`config.mk`:
```
export PLATFORM = sky130hd
export DESIGN_NAME = pipe_hazard_ctrl
export DESIGN_NICKNAME = d
export VERILOG_FILES = /design/src/rtl/pipe_hazard_ctrl_pkg.sv /design/src/rtl/pipe_hazard_ctrl_fwd_select.sv /design/src/rtl/pipe_hazard_ctrl.sv
export SDC_FILE = /design/constraint.sdc
export NUM_CORES = 1
export LEC_CHECK = 0
export CAP_MARGIN = 40
export CORE_UTILIZATION = 45
export CTS_BUF_LIST = sky130_fd_sc_hd__clkbuf_8
export CTS_CLUSTER_DIAMETER = 30
export DETAILED_ROUTE_END_ITERATION = 8
export PLACE_DENSITY = 0.88
export SETUP_SLACK_MARGIN = 0.2
export SYNTH_ARGS = -nofsm -noshare
export SYNTH_HDL_FRONTEND = slang
export SYNTH_SLANG_ARGS = --single-unit
export TNS_END_PERCENT = 10
```
`constraint.sdc`:
```
create_clock -name clk -period 4.89 [get_ports clk]
set_input_delay 0.978 -clock clk [delete_from_list [all_inputs] [get_ports clk]]
set_output_delay 0.978 -clock clk [all_outputs]
set_load 0.005 [all_outputs]
```
`src/rtl/pipe_hazard_ctrl_pkg.sv`:
```
// -----------------------------------------------------------------------------
// pipe_pkg
// Shared types for the 5-stage pipeline hazard/forwarding controller.
//   TAG_AW       : register address width carried in the stage tags
//   REG_ZERO     : architectural x0 (never a real producer)
//   stage_tag_t  : per-stage shadow tag {valid, rd, reg_write, is_load, rs1, rs2}
//   fwd_sel_t    : EX operand mux select encoding
//   produces()   : true when a stage tag will write the given source register
// -----------------------------------------------------------------------------
package pipe_pkg;

  localparam int TAG_AW = 5;

  localparam logic [TAG_AW-1:0] REG_ZERO = '0;

  typedef struct packed {
    logic              valid;
    logic [TAG_AW-1:0] rd;
    logic              reg_write;
    logic              is_load;
    logic [TAG_AW-1:0] rs1;
    logic [TAG_AW-1:0] rs2;
  } stage_tag_t;

  typedef enum logic [1:0] {
    FWD_RF  = 2'b00,
    FWD_WB  = 2'b01,
    FWD_MEM = 2'b10
  } fwd_sel_t;

  // A stage is a forwarding source for rs only if it really writes a
  // non-zero destination equal to rs; x0 reads must always see the RF zero.
  function automatic logic produces(input stage_tag_t t, input logic [TAG_AW-1:0] rs);
    return t.valid && t.reg_write && (t.rd != REG_ZERO) && (t.rd == rs);
  endfunction

endpackage

```
`src/rtl/pipe_hazard_ctrl_fwd_select.sv`:
```
// -----------------------------------------------------------------------------
// fwd_select
// Combinational forwarding comparator for one EX operand.
// Ports:
//   ex_rs   : source register of the instruction currently in EX
//   mem_tag : shadow tag of the MEM stage
//   wb_tag  : shadow tag of the WB stage
//   sel     : FWD_MEM if MEM produces ex_rs, else FWD_WB if WB does, else FWD_RF
// -----------------------------------------------------------------------------
module fwd_select
  import pipe_pkg::*;
(
  input  logic [TAG_AW-1:0] ex_rs,
  input  stage_tag_t        mem_tag,
  input  stage_tag_t        wb_tag,
  output fwd_sel_t          sel
);

  // MEM holds the younger result, so it wins over WB.
  always_comb begin
    sel = FWD_RF;
    if (produces(mem_tag, ex_rs)) begin
      sel = FWD_MEM;
    end else if (produces(wb_tag, ex_rs)) begin
      sel = FWD_WB;
    end
  end

  // Load flag and source fields of the producer tags play no part in forwarding.
  logic unused_tag_bits;
  assign unused_tag_bits = ^{mem_tag.is_load, mem_tag.rs1, mem_tag.rs2,
                             wb_tag.is_load, wb_tag.rs1, wb_tag.rs2};

endmodule

```
`src/rtl/pipe_hazard_ctrl.sv`:
```
// -----------------------------------------------------------------------------
// pipe_hazard_ctrl
// Hazard and forwarding controller for the 5-stage (IF/ID/EX/MEM/WB) RV32I
// pipeline. Keeps a shadow pipeline of destination tags for EX, MEM and WB and
// derives fetch enables, bubble/flush controls and EX forwarding selects.
// Drives only enables and mux selects, never data.
//
// Ports:
//   clk, rst            : clock, synchronous active-low reset
//   imem_ready          : instruction memory has data for the current PC
//   id_valid, id_rs1, id_rs2, id_rd, id_reg_write, id_is_load : ID instruction
//   ex_branch_taken     : branch/jump in EX resolved taken
//   pc_en, ifid_en      : PC / IF-ID register load enables
//   ifid_flush          : load a bubble into IF/ID
//   idex_flush          : load a bubble into ID/EX
//   fwd_a, fwd_b        : EX operand selects (00 RF, 01 WB, 10 MEM ALU)
//   stall_cnt, flush_cnt: performance counters
//
// Build option: define PIPE_HAZARD_PERF_EN to build saturating stall/flush
// counters; otherwise the counter ports are tied to zero.
// -----------------------------------------------------------------------------
module pipe_hazard_ctrl
  import pipe_pkg::*;
#(
  parameter int REG_AW = 5,
  parameter int CNT_W  = 32
) (
  input  logic              clk,
  input  logic              rst,
  input  logic              imem_ready,
  input  logic              id_valid,
  input  logic [REG_AW-1:0] id_rs1,
  input  logic [REG_AW-1:0] id_rs2,
  input  logic [REG_AW-1:0] id_rd,
  input  logic              id_reg_write,
  input  logic              id_is_load,
  input  logic              ex_branch_taken,
  output logic              pc_en,
  output logic              ifid_en,
  output logic              ifid_flush,
  output logic              idex_flush,
  output logic [1:0]        fwd_a,
  output logic [1:0]        fwd_b,
  output logic [CNT_W-1:0]  stall_cnt,
  output logic [CNT_W-1:0]  flush_cnt
);

  stage_tag_t ex_tag_reg, mem_tag_reg, wb_tag_reg;
  stage_tag_t id_tag, ex_tag_next;
  logic       lu;

  always_comb begin
    id_tag           = '0;
    id_tag.valid     = id_valid;
    id_tag.rd        = id_rd;
    id_tag.reg_write = id_reg_write;
    id_tag.is_load   = id_is_load;
    id_tag.rs1       = id_rs1;
    id_tag.rs2       = id_rs2;
  end

  // Load in EX whose result an ID source needs: data not available in time
  // even via MEM forwarding, so ID must wait one cycle.
  assign lu = id_valid && ex_tag_reg.valid && ex_tag_reg.is_load &&
              (ex_tag_reg.rd != REG_ZERO) &&
              ((ex_tag_reg.rd == id_rs1) || (ex_tag_reg.rd == id_rs2));

  // Pipeline control, highest priority first: reset, taken branch, load-use,
  // fetch stall, normal flow.
  always_comb begin
    pc_en      = 1'b1;
    ifid_en    = 1'b1;
    ifid_flush = 1'b0;
    idex_flush = 1'b0;
    if (!rst) begin
      pc_en      = 1'b0;
      ifid_en    = 1'b0;
      ifid_flush = 1'b1;
      idex_flush = 1'b1;
    end else if (ex_branch_taken) begin
      // Both younger instructions are on the wrong path.
      ifid_flush = 1'b1;
      idex_flush = 1'b1;
    end else if (lu) begin
      // Hold PC and ID, send one bubble into EX.
      pc_en      = 1'b0;
      ifid_en    = 1'b0;
      idex_flush = 1'b1;
    end else if (!imem_ready) begin
      // No fetch data: bubble into ID, older stages keep moving.
      pc_en      = 1'b0;
      ifid_flush = 1'b1;
    end
  end

  always_comb begin
    ex_tag_next = '0;
    if (!idex_flush && id_valid) begin
      ex_tag_next = id_tag;
    end
  end

  // Downstream tags never stall; only the entry into EX is gated.
  always_ff @(posedge clk) begin
    if (!rst) begin
      ex_tag_reg  <= '0;
      mem_tag_reg <= '0;
      wb_tag_reg  <= '0;
    end else begin
      ex_tag_reg  <= ex_tag_next;
      mem_tag_reg <= ex_tag_reg;
      wb_tag_reg  <= mem_tag_reg;
    end
  end

  // One comparator per EX operand: index 0 -> rs1 (fwd_a), 1 -> rs2 (fwd_b).
  logic [TAG_AW-1:0] ex_rs   [2];
  fwd_sel_t          sel_raw [2];

  assign ex_rs[0] = ex_tag_reg.rs1;
  assign ex_rs[1] = ex_tag_reg.rs2;

  generate
    for (genvar gi = 0; gi < 2; gi++) begin : g_fwd
      fwd_select u_fwd_select (
        .ex_rs   (ex_rs[gi]),
        .mem_tag (mem_tag_reg),
        .wb_tag  (wb_tag_reg),
        .sel     (sel_raw[gi])
      );
    end
  endgenerate

  // A bubble in EX consumes nothing; reset forces the register-file path
  // even before the tags have been cleared.
  assign fwd_a = (rst && ex_tag_reg.valid) ? sel_raw[0] : FWD_RF;
  assign fwd_b = (rst && ex_tag_reg.valid) ? sel_raw[1] : FWD_RF;

`ifdef PIPE_HAZARD_PERF_EN
  localparam logic [CNT_W-1:0] CNT_ONE = {{(CNT_W-1){1'b0}}, 1'b1};
  localparam logic [CNT_W-1:0] CNT_MAX = {CNT_W{1'b1}};

  logic [CNT_W-1:0] stall_cnt_reg, flush_cnt_reg;

  // A load-use cycle overridden by a taken branch is a flush, not a stall.
  always_ff @(posedge clk) begin
    if (!rst) begin
      stall_cnt_reg <= '0;
      flush_cnt_reg <= '0;
    end else begin
      if (lu && !ex_branch_taken && (stall_cnt_reg != CNT_MAX)) begin
        stall_cnt_reg <= stall_cnt_reg + CNT_ONE;
      end
      if (ex_branch_taken && (flush_cnt_reg != CNT_MAX)) begin
        flush_cnt_reg <= flush_cnt_reg + CNT_ONE;
      end
    end
  end

  assign stall_cnt = stall_cnt_reg;
  assign flush_cnt = flush_cnt_reg;
`else
  assign stall_cnt = '0;
  assign flush_cnt = '0;
`endif

endmodule

```
# Yosys cells after proc, flatten, opt, wreduce, memory -nomap -nowiden
# Cells that the tools add are included.
op_classes:
  eq_ne: 6
  n_mux: 20
  reduce_logical: 20
op_table:
  columns: ["op", "count"]
  rows:
  - ["$eq A5 B5 Y1", 6]
  - ["$mux W1", 16]
  - ["$reduce_bool A5 Y1", 3]
  - ["$logic_and A1 B1 Y1", 14]
  - ["$mux W2", 4]
  - ["$reduce_and A2 Y1", 1]
  - ["$logic_not A1 Y1", 1]
  - ["$logic_or A1 B1 Y1", 1]
totals:
  register_bits: 32
  in_bits: 22
  output_inout_bits: 72
  word_cells: 58

# Logic depth before layout (Yosys ltp)
depth:
  ltp_word: 10
  mapped_depth: 5
  mapped_depth_nobuf: 4

# Modules after synthesis
# A second synthesis with hierarchy kept.
hier_totals:
  hier_cells: 272
  area_unflattened_um2: 2586.2
modules_own_cells:
  columns: ["mod", "instances", "cells_each", "area_each_um2", "seq_area_each_um2"]
  rows:
  - ["pipe_hazard_ctrl", 1, 234, 2270.9, 1081.0]
  - ["fwd_select", 2, 19, 157.7, 0.0]

# Least setup slack after synthesis
# Ideal clock, no wire load.
synth_path:
  path_type: "input-to-output"
  startpoint: "in rst"
  endpoint: "out fwd_a[0]"
  t_arrival_ns: 1.914
  required_time_ns: 3.912
  path_slack_ns: 1.998
  stages: 4
  path_buffers: 0
  cell_sequence: "and2_4 -> o2111ai_1 -> or4_1 -> nor4_2"
synth_between:
  elab_chain_len: 2
synth_lines:
  columns: ["item", "line", "text"]
  rows:
  - ["from (decl)", "pipe_hazard_ctrl.sv:29", "input logic rst,"]
  - ["$logic_and A1 B1 Y1", "pipe_hazard_ctrl.sv:136", "assign fwd_a = (rst && ex_tag_reg.valid) ? sel_raw[0] : FWD_RF;"]
  - ["$mux W2", "pipe_hazard_ctrl.sv:136", null]
  - ["to (decl)", "pipe_hazard_ctrl.sv:42", "output logic [1:0] fwd_a,"]
# Every way passes these cells.

# Worst setup path after layout
layout_path:
  startpoint: "in rst"
  endpoint: "out fwd_b[0]"
layout_between:
  elab_chain_len: 2
layout_lines:
  columns: ["item", "line", "text"]
  rows:
  - ["$logic_and A1 B1 Y1", "pipe_hazard_ctrl.sv:137", "assign fwd_b = (rst && ex_tag_reg.valid) ? sel_raw[1] : FWD_RF;"]
  - ["$mux W2", "pipe_hazard_ctrl.sv:137", null]
  - ["to (decl)", "pipe_hazard_ctrl.sv:43", "output logic [1:0] fwd_b,"]
# Every way passes these cells.

==> results.py <==
metrics = {
    "yosys": {
        "yosys_most_used_dff": "dfxtp_1",
        "synthTopCellsByArea": "dfxtp_1 (34%), buf_4 (25%), xnor2_1 (7.4%)",
        "syn_area_mm2": 0.00190,
        "ys_ff_latch": 32,
        "ys_warn_count": 0,
        "synth_edf_count": 0,
        "synth_most_common_cell": "buf_4",
        "yosys-top-cells-count": "buf_4 (64), dfxtp_1 (32), nand3_1 (22)",
        "syn_avg_cell_area_um2": 8.76,
        "synth_largest_area_cell": "dfxtp_1",
        "async_reset_ff_share_pct": 0,
        "synthCells": 217,
        "post_synth_num_cell_types": 26,
        "synth_top_area_share_pct": 33.7,
        "synth-seq-area-share_pct": 33.7,
    },
    "critical_path": {
        "crit_path_end_kind": "primary output",
        "r2r_end": "ex_rs[0]",
        "path_depth": 7,
        "worstSetupPathType": "primary input to primary output",
        "startpoint_type": "primary input",
        "required_ns": 3.91,
        "r2r_setup_slack_ns": 3.38,
        "r2r_cells": 5,
        "cp_top_family": "buffers and inverters",
        "cp_cell_sequence": "clkdlybuf4s50_1, buf_4, and2_4, o2111ai_1, or4_1, nor4_2, clkdlybuf4s50_1",
        "crit_fanout": 17,
        "critPathSlowestCell": "or4_1",
        "r2r_start": "ex_tag_reg[14]",
        "crit_buf_inv": 3,
        "arrival_ns": 3.11,
        "worst_path_most_repeated_cell": "clkdlybuf4s50_1",
        "crit_path_max_incr_delay_ns": 0.55,
    },
    "finish": {
        "drive_above_1_share_pct": 8.03,
        "stdcell_count": 299,
        "area_growth_pct": 11.5,
        "design_area_mm2": 0.00212,
        "largest_reg_flops": 10,
        "nets": 270,
        "antenna_cells": 0,
    },
    "drt": {
        "vias_per_cell": 4.43,
        "drc": 0,
        "drtPass1Iterations": 4,
        "dr.first_iter.drc_count": 32,
        "routed_wl_mm": 3.30,
        "wire_per_inst_um": 11.0,
        "antenna_left": 0,
        "routed-via-count": 1326,
    },
    "power_and_ir_drop": {
        "p_sw_uw": 131,
        "internal_power_uw": 448,
        "seqPwrFrac_pct": 47.0,
        "ir_worst_vdd_uv": 134,
        "power_frac_clock_pct": 41.3,
        "p_sw_share_pct": 22.6,
        "pwr-share-comb_pct": 11.6,
        "cellLeakagePower_nw": 0.990,
        "powerDensity_mw_per_mm2": 273,
    },
    "floorplanning": {
        "die_h_um": 67.0,
        "io_pins": 94,
        "die_x_um": 67.0,
        "core_area_mm2": 0.00403,
        "initial_utilization_pct": 47.2,
        "die_area_mm2": 0.00449,
        "rows": 23,
    },
    "clock_network": {
        "worstSkewPairLatency_ns": 0.28,
        "cts_tree": "yes",
        "ctsResizeCount": 0,
        "htreeDepth": 2,
        "cts.path.max_buffers": 2,
        "cts_buffers": 5,
        "cts_setup_buffers": 0,
        "clkTransAtPathRegs_ns": 0.06,
        "root_buffer": "clkbuf_8",
        "clock-sinks": 32,
        "cts_hold_buf": 0,
    },
    "min_path": {
        "hold_end": "mem_tag_reg[11]",
        "worstHoldStart": "ex_tag_reg[11]",
        "hold_class": "flop to flop",
        "min_path_cells": 1,
    },
    "grt": {
        "grt_max_degree": 20,
        "antenna_found_initial": 0,
        "overflow": 0,
        "grt_pass1_wl_mm": 5.18,
        "grt_usage_pct": 16.3,
        "grt_pass1_vias": 1143,
    },
    "timing": {
        "max_freq_mhz": 244,
        "rsz0062_at_grt": "false",
        "relSlewSlack_pct": 64.7,
        "clock_skew_ns": 0.00397,
        "finalSetupTns_ns": 0,
        "period_share_pct": 83.6,
        "hold_viol_final": 0,
        "finalSetupViolations": 0,
        "tightestPinTransition_ns": 0.525,
        "layout_min_cycle_time_ns": 4.09,
        "drv_slew": 0,
    },
    "place": {
        "placed_cell_area_mm2": 0.00201,
        "place_congestion": 0.888,
        "dpl.hpwl_mm": 2.57,
        "numPortBuffers": 29,
        "placedCellCount": 291,
    },
    "job": {
        "max_cap_viol_count": 0,
    },
    "outcome": {
        "status": "finished, final reports clean",
    },
}
per-stage QoR:
step | worst slack, ns | hold slack [ns] | total power, mW | util, %
finish | 0.800 | 0.436 | 0.579 | 52.6
CTS | 0.782 | 0.439 | 0.585 | 52.6
floorplan | 2.00 | 0.412 | 0.351 | -
detailed placement | 0.782 | 0.421 | 0.345 | 50.0
global route | 0.657 | 0.453 | 0.606 | 52.6
global placement | 0.815 | 0.418 | 0.343 | 50.0
worst register-to-register path, cell delays in order, from the launching register on:
cell and delay (ns):
dfxtp_1 0.41, xnor2_1 0.15, nand3_1 0.09, o22ai_1 0.34
buf_4 0.30, a21oi_1 0.11
power groups by stage:
| stage | combinational [mW] | sequential, mW | clock [mW] |
|---|---|---|---|
| final | 0.0673 | 0.272 | 0.239 |
| after global routing | 0.0766 | 0.273 | 0.256 |
| after CTS | 0.0668 | 0.272 | 0.246 |
| after detailed placement | 0.0666 | 0.278 | 0 |
| after global placement | 0.0649 | 0.278 | 0 |
| after floorplan | 0.0746 | 0.276 | 0 |
metal layers:
metal,wire [um],part of all wire [%],track usage [%],up-vias
met5,0,0,0,-
met4,56,1.7,7.98,0
met3,204,6.2,5.99,4
met2,1710,52,27.4,51
met1,1330,40,17.7,618
li1,-,-,-,653
logic make-up after synthesis:
logic type / share of synthesized area (%)
buffers and inverters: 27.1
and+or+nand+nor: 17.0
DFF: 33.7
xor gates and xnor gates: 13.8
AOI/OAI and AO/OA: 8.22
other: 0.197
worst max path at each step:
stage	startpoint	to	slack, ns
after floorplan	rst	fwd_a[0]	2.00
after global placement	rst	fwd_a[0]	0.81
after detailed placement	rst	fwd_b[0]	0.78
after CTS	rst	fwd_b[0]	0.78
after global routing	rst	fwd_a[0]	0.66
final	rst	fwd_b[0]	0.80
final cells by class:
cell class / count / area, um2
clock buffers: 5 / 68.8
multi-input cells: 175 / 982
fillers: 396 / 1910
repair buffers: 34 / 328
clock inverters: 3 / 38.8
flip-flops and latches: 32 / 641
well taps: 50 / 62.6
cell usage in the layout, fill, tap and decap left out, drive strengths merged, types with 2 or more instances in the layout:
cell,instances
conb,64
dfxtp,32
clkdlybuf4s50,29
nand3,22
a21oi,20
and2,17
xnor2,16
xor2,14
clkbuf,5
buf,5
or4,4
nor4,4
nand2,3
nor2b,2
Power figures use the tool's default switching activity.
